$ cat config.mk
export PLATFORM = sky130hd
export DESIGN_NAME = uart_rx_frame_parser_flat
export DESIGN_NICKNAME = d
export VERILOG_FILES = /design/src/rtl/uart_pkg.sv /design/src/rtl/uart_rx_frame_parser_if.sv /design/src/rtl/uart_commit_fifo.sv /design/src/rtl/uart_rx_frame_parser.sv /design/src/flat_wrapper.sv
export SDC_FILE = /design/constraint.sdc
export NUM_CORES = 1
export LEC_CHECK = 0
export BUFFER_PORTS_ARGS = -buffer_cell sky130_fd_sc_hd__buf_2
export CAP_MARGIN = 20
export CORE_ASPECT_RATIO = 1.75
export CORE_MARGIN = 3
export CORE_UTILIZATION = 62
export CTS_CLUSTER_SIZE = 14
export DETAILED_ROUTE_END_ITERATION = 10
export GPL_ROUTABILITY_DRIVEN = 0
export GPL_TIMING_DRIVEN = 0
export PLACE_DENSITY = 0.79
export RECOVER_POWER = 50
export SYNTH_ARGS = -nofsm -noshare
export SYNTH_HDL_FRONTEND = slang
export SYNTH_SLANG_ARGS = --single-unit
$ cat constraint.sdc
create_clock -name clk -period 4.9 [get_ports clk]
set_input_delay 1.225 -clock clk [delete_from_list [all_inputs] [get_ports clk]]
set_output_delay 1.225 -clock clk [all_outputs]
set_load 0.05 [all_outputs]
$ cat src/rtl/uart_pkg.sv
// Shared constants and types for the UART frame parser: sync byte, discard reasons,
// parser states and the 9-bit FIFO entry layout.
package uart_pkg;

  localparam logic [7:0] SYNC_BYTE = 8'hA5;

  typedef enum logic [2:0] {
    ERR_NONE     = 3'd0,
    ERR_LEN_BAD  = 3'd1,
    ERR_CHK_BAD  = 3'd2,
    ERR_OVERFLOW = 3'd3,
    ERR_TIMEOUT  = 3'd4,
    ERR_LINE     = 3'd5
  } err_code_t;

  typedef enum logic [1:0] {
    S_HUNT,
    S_LEN,
    S_PAYLOAD,
    S_CHK
  } state_t;

  typedef struct packed {
    logic       last;
    logic [7:0] data;
  } fifo_entry_t;

endpackage

$ cat src/rtl/uart_rx_frame_parser_if.sv
// Bundle of the receiver byte stream, the payload output stream and frame status.
// The master modport is the parser's view; slave is the surrounding system's view.
interface uart_rx_frame_parser_if #(
  parameter int FIFO_DEPTH = 32
);
  import uart_pkg::*;

  localparam int LW = $clog2(FIFO_DEPTH) + 1;

  logic [7:0]    rx_data;
  logic          rx_valid;
  logic          rx_error;
  logic [7:0]    m_data;
  logic          m_last;
  logic          m_valid;
  logic          m_ready;
  logic          frame_ok;
  logic          frame_err;
  logic [2:0]    err_code;
  logic [LW-1:0] fifo_level;

  modport master (
    input  rx_data, rx_valid, rx_error, m_ready,
    output m_data, m_last, m_valid, frame_ok, frame_err, err_code, fifo_level
  );

  modport slave (
    output rx_data, rx_valid, rx_error, m_ready,
    input  m_data, m_last, m_valid, frame_ok, frame_err, err_code, fifo_level
  );

endinterface

$ cat src/rtl/uart_commit_fifo.sv
// Payload FIFO with a separate commit pointer: written bytes stay invisible to the
// reader until committed, and can be dropped by rolling the write pointer back.
module uart_commit_fifo
  import uart_pkg::*;
#(
  parameter int  DEPTH = 32,
  localparam int AW    = $clog2(DEPTH),
  localparam int PW    = AW + 1
) (
  input  logic        clk,
  input  logic        reset,
  input  logic        wr_en,
  input  fifo_entry_t wr_entry,
  input  logic        commit,
  input  logic        rollback,
  input  logic        rd_en,
  output fifo_entry_t rd_entry,
  output logic        rd_valid,
  output logic        full,
  output logic [PW-1:0] level
);

  logic [PW-1:0] rd_ptr;
  logic [PW-1:0] commit_ptr;
  logic [PW-1:0] wr_ptr;
  fifo_entry_t   mem [DEPTH];

  // Uncommitted entries count toward fullness, so the space check uses wr_ptr.
  assign full     = (wr_ptr - rd_ptr) == PW'(DEPTH);
  assign rd_valid = commit_ptr != rd_ptr;
  assign level    = commit_ptr - rd_ptr;
  assign rd_entry = rd_valid ? mem[rd_ptr[AW-1:0]] : '0;

  always_ff @(posedge clk or negedge reset) begin
    if (!reset) begin
      rd_ptr     <= '0;
      commit_ptr <= '0;
      wr_ptr     <= '0;
    end else begin
      if (rollback)
        wr_ptr <= commit_ptr;
      else if (wr_en && !full)
        wr_ptr <= wr_ptr + PW'(1);
      if (commit)
        commit_ptr <= wr_ptr;
      if (rd_en && rd_valid)
        rd_ptr <= rd_ptr + PW'(1);
    end
  end

  always_ff @(posedge clk) begin
    if (wr_en && !full)
      mem[wr_ptr[AW-1:0]] <= wr_entry;
  end

endmodule

$ cat src/rtl/uart_rx_frame_parser.sv
// Parses SYNC/LEN/PAYLOAD/CHK frames from the UART byte stream, buffers payload in a
// commit/rollback FIFO and releases only frames whose checksum sums to zero.
module uart_rx_frame_parser
  import uart_pkg::*;
#(
  parameter int FIFO_DEPTH     = 32,
  parameter int MAX_LEN        = 16,
  parameter int TIMEOUT_CYCLES = 100000
) (
  input logic                    clk,
  input logic                    reset,
  uart_rx_frame_parser_if.master bus
);

  localparam int         LW        = $clog2(FIFO_DEPTH) + 1;
  localparam int         TW        = $clog2(TIMEOUT_CYCLES + 1);
  localparam logic [7:0] MAX_LEN_B = 8'(MAX_LEN);

  state_t        state, state_nxt;
  logic [7:0]    len, len_nxt;
  logic [7:0]    sum, sum_nxt;
  logic [7:0]    count, count_nxt;
  logic [7:0]    chk_total;
  logic [TW-1:0] idle_cnt, idle_nxt;

  logic          wr_en;
  fifo_entry_t   wr_entry;
  logic          commit_req;
  logic          commit_q;
  logic          abort;
  err_code_t     abort_code;

  logic          frame_ok_q;
  logic          frame_err_q;
  err_code_t     err_code_q;

  fifo_entry_t   rd_entry;
  logic          rd_valid;
  logic          full;
  logic [LW-1:0] level;

  assign chk_total = sum + bus.rx_data;

  always_ff @(posedge clk or negedge reset) begin
    if (!reset) begin
      state       <= S_HUNT;
      len         <= '0;
      sum         <= '0;
      count       <= '0;
      idle_cnt    <= '0;
      commit_q    <= 1'b0;
      frame_ok_q  <= 1'b0;
      frame_err_q <= 1'b0;
      err_code_q  <= ERR_NONE;
    end else begin
      state       <= state_nxt;
      len         <= len_nxt;
      sum         <= sum_nxt;
      count       <= count_nxt;
      idle_cnt    <= idle_nxt;
      commit_q    <= commit_req;
      frame_ok_q  <= commit_req;
      frame_err_q <= abort;
      if (abort)
        err_code_q <= abort_code;
      else if (commit_req)
        err_code_q <= ERR_NONE;
    end
  end

  // Inside a frame rx_error beats a same-cycle byte, and a byte beats a same-cycle timeout.
  always_comb begin
    state_nxt  = state;
    len_nxt    = len;
    sum_nxt    = sum;
    count_nxt  = count;
    idle_nxt   = '0;
    wr_en      = 1'b0;
    wr_entry   = '0;
    commit_req = 1'b0;
    abort      = 1'b0;
    abort_code = ERR_NONE;

    if (state != S_HUNT) begin
      if (bus.rx_error) begin
        abort      = 1'b1;
        abort_code = ERR_LINE;
      end else if (bus.rx_valid) begin
        idle_nxt = '0;
      end else if (idle_cnt == TW'(TIMEOUT_CYCLES - 1)) begin
        abort      = 1'b1;
        abort_code = ERR_TIMEOUT;
      end else begin
        idle_nxt = idle_cnt + TW'(1);
      end
    end

    if (!abort && bus.rx_valid) begin
      case (state)
        S_HUNT: begin
          if (bus.rx_data == SYNC_BYTE)
            state_nxt = S_LEN;
        end
        S_LEN: begin
          if (bus.rx_data == 8'd0 || bus.rx_data > MAX_LEN_B) begin
            abort      = 1'b1;
            abort_code = ERR_LEN_BAD;
          end else begin
            len_nxt   = bus.rx_data;
            sum_nxt   = bus.rx_data;
            count_nxt = 8'd0;
            state_nxt = S_PAYLOAD;
          end
        end
        S_PAYLOAD: begin
          if (full) begin
            abort      = 1'b1;
            abort_code = ERR_OVERFLOW;
          end else begin
            wr_en         = 1'b1;
            wr_entry.last = (count == len - 8'd1);
            wr_entry.data = bus.rx_data;
            sum_nxt       = sum + bus.rx_data;
            count_nxt     = count + 8'd1;
            if (count == len - 8'd1)
              state_nxt = S_CHK;
          end
        end
        S_CHK: begin
          if (chk_total == 8'd0)
            commit_req = 1'b1;
          else begin
            abort      = 1'b1;
            abort_code = ERR_CHK_BAD;
          end
          state_nxt = S_HUNT;
        end
        default: state_nxt = S_HUNT;
      endcase
    end

    if (abort) begin
      state_nxt = S_HUNT;
      idle_nxt  = '0;
    end
  end

  // Commit is delayed one cycle so the first byte appears the cycle after frame_ok.
  uart_commit_fifo #(
    .DEPTH (FIFO_DEPTH)
  ) u_fifo (
    .clk      (clk),
    .reset    (reset),
    .wr_en    (wr_en),
    .wr_entry (wr_entry),
    .commit   (commit_q),
    .rollback (abort),
    .rd_en    (bus.m_ready),
    .rd_entry (rd_entry),
    .rd_valid (rd_valid),
    .full     (full),
    .level    (level)
  );

  assign bus.m_data     = rd_entry.data;
  assign bus.m_last     = rd_entry.last;
  assign bus.m_valid    = rd_valid;
  assign bus.frame_ok   = frame_ok_q;
  assign bus.frame_err  = frame_err_q;
  assign bus.err_code   = err_code_q;
  assign bus.fifo_level = level;

endmodule

$ cat src/flat_wrapper.sv
// flat-port wrapper written by rule: the top's interface ports become plain ports
module uart_rx_frame_parser_flat import uart_pkg::*;
#(
  parameter int FIFO_DEPTH     = 32,
  parameter int MAX_LEN        = 16,
  parameter int TIMEOUT_CYCLES = 100000
)
  (clk, reset, bus_rx_data, bus_rx_valid, bus_rx_error, bus_m_ready, bus_m_data, bus_m_last, bus_m_valid, bus_frame_ok, bus_frame_err, bus_err_code, bus_fifo_level);
  uart_rx_frame_parser_if #(.FIFO_DEPTH(FIFO_DEPTH)) bus_i ();
  input logic clk;
  input logic reset;
  input wire logic [$bits(bus_i.rx_data)-1:0] bus_rx_data;
  input wire logic [$bits(bus_i.rx_valid)-1:0] bus_rx_valid;
  input wire logic [$bits(bus_i.rx_error)-1:0] bus_rx_error;
  input wire logic [$bits(bus_i.m_ready)-1:0] bus_m_ready;
  output wire logic [$bits(bus_i.m_data)-1:0] bus_m_data;
  output wire logic [$bits(bus_i.m_last)-1:0] bus_m_last;
  output wire logic [$bits(bus_i.m_valid)-1:0] bus_m_valid;
  output wire logic [$bits(bus_i.frame_ok)-1:0] bus_frame_ok;
  output wire logic [$bits(bus_i.frame_err)-1:0] bus_frame_err;
  output wire logic [$bits(bus_i.err_code)-1:0] bus_err_code;
  output wire logic [$bits(bus_i.fifo_level)-1:0] bus_fifo_level;
  assign bus_i.rx_data = bus_rx_data;
  assign bus_i.rx_valid = bus_rx_valid;
  assign bus_i.rx_error = bus_rx_error;
  assign bus_i.m_ready = bus_m_ready;
  assign bus_m_data = bus_i.m_data;
  assign bus_m_last = bus_i.m_last;
  assign bus_m_valid = bus_i.m_valid;
  assign bus_frame_ok = bus_i.frame_ok;
  assign bus_frame_err = bus_i.frame_err;
  assign bus_err_code = bus_i.err_code;
  assign bus_fifo_level = bus_i.fifo_level;
  uart_rx_frame_parser #(.FIFO_DEPTH(FIFO_DEPTH), .MAX_LEN(MAX_LEN), .TIMEOUT_CYCLES(TIMEOUT_CYCLES)) u_core (.clk(clk), .reset(reset), .bus(bus_i));
endmodule
# --- Word level (Yosys, flattened, before mapping) ---
# Memories as Yosys holds them, arrays and structs flattened.
# Cells that the tools add are included.
op_classes:
  add_sub_neg: 8
  n_mul: 0
  div: 0
  order_cmp: 1
  eq_ne: 14
  n_shift: 0
  muxes: 52
  n_bitwise: 1
  n_reduce_logical: 17
ops:
  columns: ["op", "count"]
  rows:
  - ["$mux W17", 5]
  - ["$mux W9", 4]
  - ["$mux W8", 4]
  - ["$pmux W8 S2", 2]
  - ["$mux W3", 10]
  - ["$add A17 B1 Y17 const B", 1]
  - ["$eq A17 B17 Y1 const B", 1]
  - ["$logic_not A8 Y1", 2]
  - ["$mux W1", 16]
  - ["$add A6 B1 Y6 const B", 2]
  - ["$mux W2", 6]
  - ["$mux W6", 2]
  - ["$sub A6 B6 Y6", 2]
  - ["$reduce_bool A2 Y1", 5]
  - ["$pmux W3 S3", 1]
  - ["$add A8 B1 Y8 const B", 1]
  - ["$add A8 B8 Y8", 1]
  - ["$eq A8 B8 Y1", 1]
  - ["$eq A8 B8 Y1 const B", 1]
  - ["$gt A8 B5 Y1 const B", 1]
  - ["$pmux W2 S4", 1]
  - ["$sub A8 B1 Y8 const B", 1]
  - ["$eq A6 B6 Y1 const B", 1]
  - ["$ne A3 B1 Y1 const B", 2]
  - ["14 further kinds", 20]
word_totals:
  reg_bits: 66
  latch_bits: 0
  ram_bits: 288
  mem_bits_ro: 0
  word_cells: 105
  n_memories: 1
mem_list:
  columns: ["name", "depth", "width", "rd", "rd_clocked_by_memory_dff", "wr", "line_no", "rtl"]
  rows:
  - ["u_core.u_fifo.mem", 32, 9, 1, 0, 1, "uart_commit_fifo.sv:26", "fifo_entry_t mem [DEPTH];"]

# --- Longest topological paths before layout ---
logic_depth:
  depth_word: 11
  depth_mapped: 14
  depth_no_buf: 10

# --- Cells and area by module ---
# From an unflattened synthesis, not the netlist that was laid out.
hier_totals:
  cells_unflattened: 959
  hier_area_um2: 15513.6
by_module_without_submodules:
  columns: ["module", "n_inst", "cells_each", "area_each_um2", "seq_area_each_um2"]
  rows:
  - ["uart_commit_fifo", 1, 611, 12393.1, 9098.7]
  - ["uart_rx_frame_parser", 1, 348, 3120.5, 1201.2]

# --- Worst setup path before layout ---
# OpenSTA, ideal clock, no wires.
synth_timing:
  path_kind: "reg2out"
  startpoint: "register u_core.u_fifo.rd_ptr[1]"
  endpoint: "output port bus_fifo_level[5]"
  arrival_time_ps: 2807
  required_ps: 3675
  path_slack_ps: 868
  path_stages_with_launch: 10
  cell_sequence: "dfrtp_1 > clkbuf_1 > clkbuf_1 > inv_1 > ha_1 > a21o_1 > a21oi_1 > o21bai_1 > a21oi_1 > xor2_1"
synth_via:
  elab_chain_cells: 1
synth_rtl:
  columns: ["element", "line_no", "rtl"]
  rows:
  - ["from (decl)", "uart_commit_fifo.sv:23", "logic [PW-1:0] rd_ptr;"]
  - ["from (signal assigned)", "uart_commit_fifo.sv:47", "rd_ptr <= rd_ptr + PW'(1);"]
  - ["$sub A6 B6 Y6", "uart_commit_fifo.sv:31", "assign level = commit_ptr - rd_ptr;"]
  - ["to (decl)", "flat_wrapper.sv:22", "output wire logic [$bits(bus_i.fifo_level)-1:0] bus_fifo_level;"]
# Every way passes these cells.

# --- Worst setup path after layout ---
layout_timing:
  startpoint: "register u_core.u_fifo.rd_ptr[0]"
  endpoint: "output port bus_m_data[5]"
layout_via:
  elab_chain_cells: 2
  word_cells_on_any_way: 3
  classes_between: "1 x eq/ne; 1 x mux; 1 x memory"
layout_rtl:
  columns: ["element", "line_no", "rtl"]
  rows:
  - ["$mem_v2 Z32 W9 or $ne A6 B6 Y1 (tied branches)", null, null]
  - ["$mux W9 (*)", "uart_commit_fifo.sv:32", "assign rd_entry = rd_valid ? mem[rd_ptr[AW-1:0]] : '0;"]
  - ["to (decl)", "flat_wrapper.sv:16", "output wire logic [$bits(bus_i.m_data)-1:0] bus_m_data;"]
# Every way passes the cells marked *; elsewhere a longest branch is shown, timed or not.

==> impl_metrics.py <==
metrics = {
    "worst_setup_path": {
        "setup.reg_to_reg.worst_slack_ns": 0.56,
        "startpoint_type": "register",
        "timing.critical_path.arrival_ns": 3.46,
        "cp-end-kind": "primary output",
        "worst-setup-path-type": "register to primary output",
        "critPathRequiredTime_ns": 3.67,
        "timing.critical_path.fanout_max": 10,
    },
    "global_routing": {
        "grt_overflow_total": 0,
        "grt_max_degree": 67,
        "grt.met2_usage_pct": 45.61,
        "grt_pass1_wl_um": 50040,
        "track_usage_pct": 24.59,
        "first_global_vias": 8624,
        "initial_antenna_violation_count": 0,
        "gr-usage-met1_pct": 29.95,
        "grt_most_used_layer": "met2",
        "grt.met3_usage_pct": 3.340,
    },
    "synthesis": {
        "synth-seq-area-share_pct": 67.42,
        "yosys_register_bits": 354,
        "post_synth_num_cell_types": 61,
        "synth_most_common_cell": "edfxtp_1",
        "synthesis.instances": 917,
        "syn_nets": 961,
        "synth.largest_area_cell": "edfxtp_1",
        "synth_edf_count": 288,
        "synthTopCellsByCount": "edfxtp_1, mux4_2, nor2_1",
        "synth.avg_cell_area_um2": 16.66,
        "synth_top_flop_cell": "edfxtp_1",
        "yosys-top-cells-area": "edfxtp_1, mux4_2, dfrtp_1",
        "synthesis.area_um2": 15280,
        "yosysWarningCount": 0,
        "yosysTopAreaCellShare_pct": 56.61,
        "synth-async-reset-ratio_pct": 18.64,
    },
    "sta": {
        "timing.final.crit_period_ns": 4.684,
        "final.setup_skew_ns": 0.01203,
        "timing.fmax_ghz": 0.2135,
        "fin_crit_sh_pct": 95.60,
        "finalHoldWorstSlack_ns": 0.4812,
        "slew-limit-headroom_pct": -139.5,
        "worst_slack_ns": 0.2156,
        "finalSetupViolations": 0,
        "drv_slew": 67,
        "finalHoldViolations": 0,
        "tightestPinTransition_ns": 3.593,
        "grt_setup_unrepaired": "no",
        "tns_ns": 0,
    },
    "power_and_ir_drop": {
        "static-leakage-power_nw": 5.954,
        "power.ir.vdd_worst_mv": 0.3622,
        "pwr_density_cell_nw_per_um2": 520.8,
    },
    "clock_tree": {
        "clock_tree.htree_level_count": 1,
        "cts_buffers": 30,
        "post-cts-setup-buffer-count": 0,
        "quantity_of_hold_fixing_buffers_added_after_cts": 0,
        "cts.reportedPaths.clkPinSlew_ns": 0.07,
        "cts.root.buffer_cell": "clkbuf_16",
        "worst_skew_pair.late_latency_ns": 0.56,
        "cts_sinks": 354,
        "clockBufferDepth": 3,
        "tritoncts_clock_tree": "built",
    },
    "outcome": {
        "outcome": "finished, violations left",
        "failing_checks": "design-rule violations, max-capacitance violations, max-slew violations",
    },
    "cells_and_area": {
        "antenna_diode_count": 0,
        "area.growth.synth_to_final_pct": 10.29,
        "post_route_cells_drive_above_1_share_pct": 19.13,
        "finalNetCount": 1034,
        "fin_area_um2": 16850,
        "fin_util_pct": 69.87,
    },
    "hold_path": {
        "hp-class": "register to register",
    },
    "die": {
        "fp.coreArea_um2": 24120,
        "fp-row-count": 75,
        "pin_count": 34,
        "initial_utilization_pct": 63.35,
        "dieHeight_um": 213.7,
        "fp.dieW_um": 124.7,
        "dieArea_um2": 26630,
    },
    "route": {
        "antenna_violating_nets_post_route": 0,
        "drt_first_pass_iters": 8,
        "detail_route.wirelength_um": 32190,
        "drcViolationCount": 1,
        "first_iter_violations": 797,
        "via_count": 8301,
        "wire_per_inst_um": 24.35,
        "via_per_inst": 6.279,
    },
    "placed_design": {
        "port_buffers": 32,
        "detailed_place.area_um2": 15850,
        "hpwlAfterDp_um": 21310,
        "pre_cts_slack_ns": 0.2926,
    },
    "flow_run": {
        "timing.max_cap.violations": 2,
    },
}
-- registers in the layout, summed over array words and instances (netlist names) --
name                      cells
u_core.commit_q               1
u_core.u_fifo.commit_ptr      6
u_core.len                    8
u_core.idle_cnt              17
u_core.count                  8
u_core.sum                    8
u_core.u_fifo.wr_ptr          6
u_core.u_fifo.mem           288
u_core.bus.err_code           3
u_core.bus.frame_err          1
u_core.u_fifo.rd_ptr          6
u_core.state                  2
-- where the power goes --
part	internal [W]	switching [W]	total [W]	leakage [nW]
combinational	0.00120	0.00184	0.00304	1.89
clock	0.00130	0.00101	0.00230	0.452
sequential	0.00333	0.000105	0.00344	3.62
total	0.00583	0.00295	0.00878	5.95
-- final timing paths --
path | start | to | cells after the start
max | u_core.u_fifo.rd_ptr[0] | bus_m_data[5] | 7
min | u_core.idle_cnt[0] | u_core.idle_cnt[0] | 1
max reg2reg | u_core.u_fifo.rd_ptr[2] | u_core.u_fifo.mem[9][0] | 9
min reg2reg | u_core.idle_cnt[0] | u_core.idle_cnt[0] | 1
max in group asynchronous | reset | u_core.len[5] | 1
min in group asynchronous | reset | u_core.idle_cnt[14] | 1
-- metal layers --
| metal | vias to the layer above | routed length, µm |
|---|---|---|
| li1 | 3676 | - |
| met1 | 4210 | 11680 |
| met2 | 358 | 17750 |
| met3 | 57 | 1796 |
| met4 | 0 | 962 |
| met5 | - | 0 |
-- what timing repair did --
item | in CTS | in global routing
hold endpoints to repair | 0 | 0
cloned | 0 | 0
resized for setup | 16 | 6
endpoints found under the setup margin | 11 | 6
-- cell families after synthesis --
logic type / count (synthesis) / share of synthesized area [%]
DFF: 354 / 67.42
and+or+nand+nor: 220 / 6.896
muxes: 112 / 14.85
AOI/OAI and AO/OA: 79 / 3.399
buffers and inverters: 66 / 1.646
xor gates and xnor gates: 55 / 3.153
adders and majority gates: 31 / 2.637
-- critical path: stages, from the launching register on --
cell and delay [ns]:
dfrtp_1 0.46, buf_2 0.34, clkdlybuf4s15_2 0.51, mux4_2 0.63
mux4_2 0.52, nand2_1 0.11, a21oi_1 0.10, buf_2 0.22
-- layout make-up --
cell class                 instances  area, µm²
sequential                       354      10300
clock inverter                     5      75.07
timing repair buffer              41      210.2
tap                              308      385.4
buffer                            39      198.9
fill                            1538       7267
multi-input combinational        497       4718
clock buffer                      51      860.8
inverter                          27      101.3
-- per-stage QoR --
stage               total power, W  cells
floorplan                 0.005736    917
finish                    0.008775   1322
global placement          0.006461   1257
detailed placement        0.006509   1258
CTS                       0.008832   1314
global route              0.009116   1322
-- placed cells by master (no fill, tap or decap), drive strengths merged, types with 4 or more instances in the layout --
cell / instances
a211oi: 5
a21o: 6
a21oi: 26
and2: 11
and3: 4
and4: 4
buf: 27
clkbuf: 98
clkdlybuf4s15: 6
clkinv: 4
dfrtp: 66
edfxtp: 288
ha: 29
inv: 26
mux2: 14
mux2i: 8
mux4: 90
nand2: 59
nand3: 11
nand4: 12
nor2: 79
nor2b: 6
nor3: 8
nor4: 5
o21ai: 24
or2: 4
xnor2: 25
xor2: 30
(Power assumes the default switching activity.)
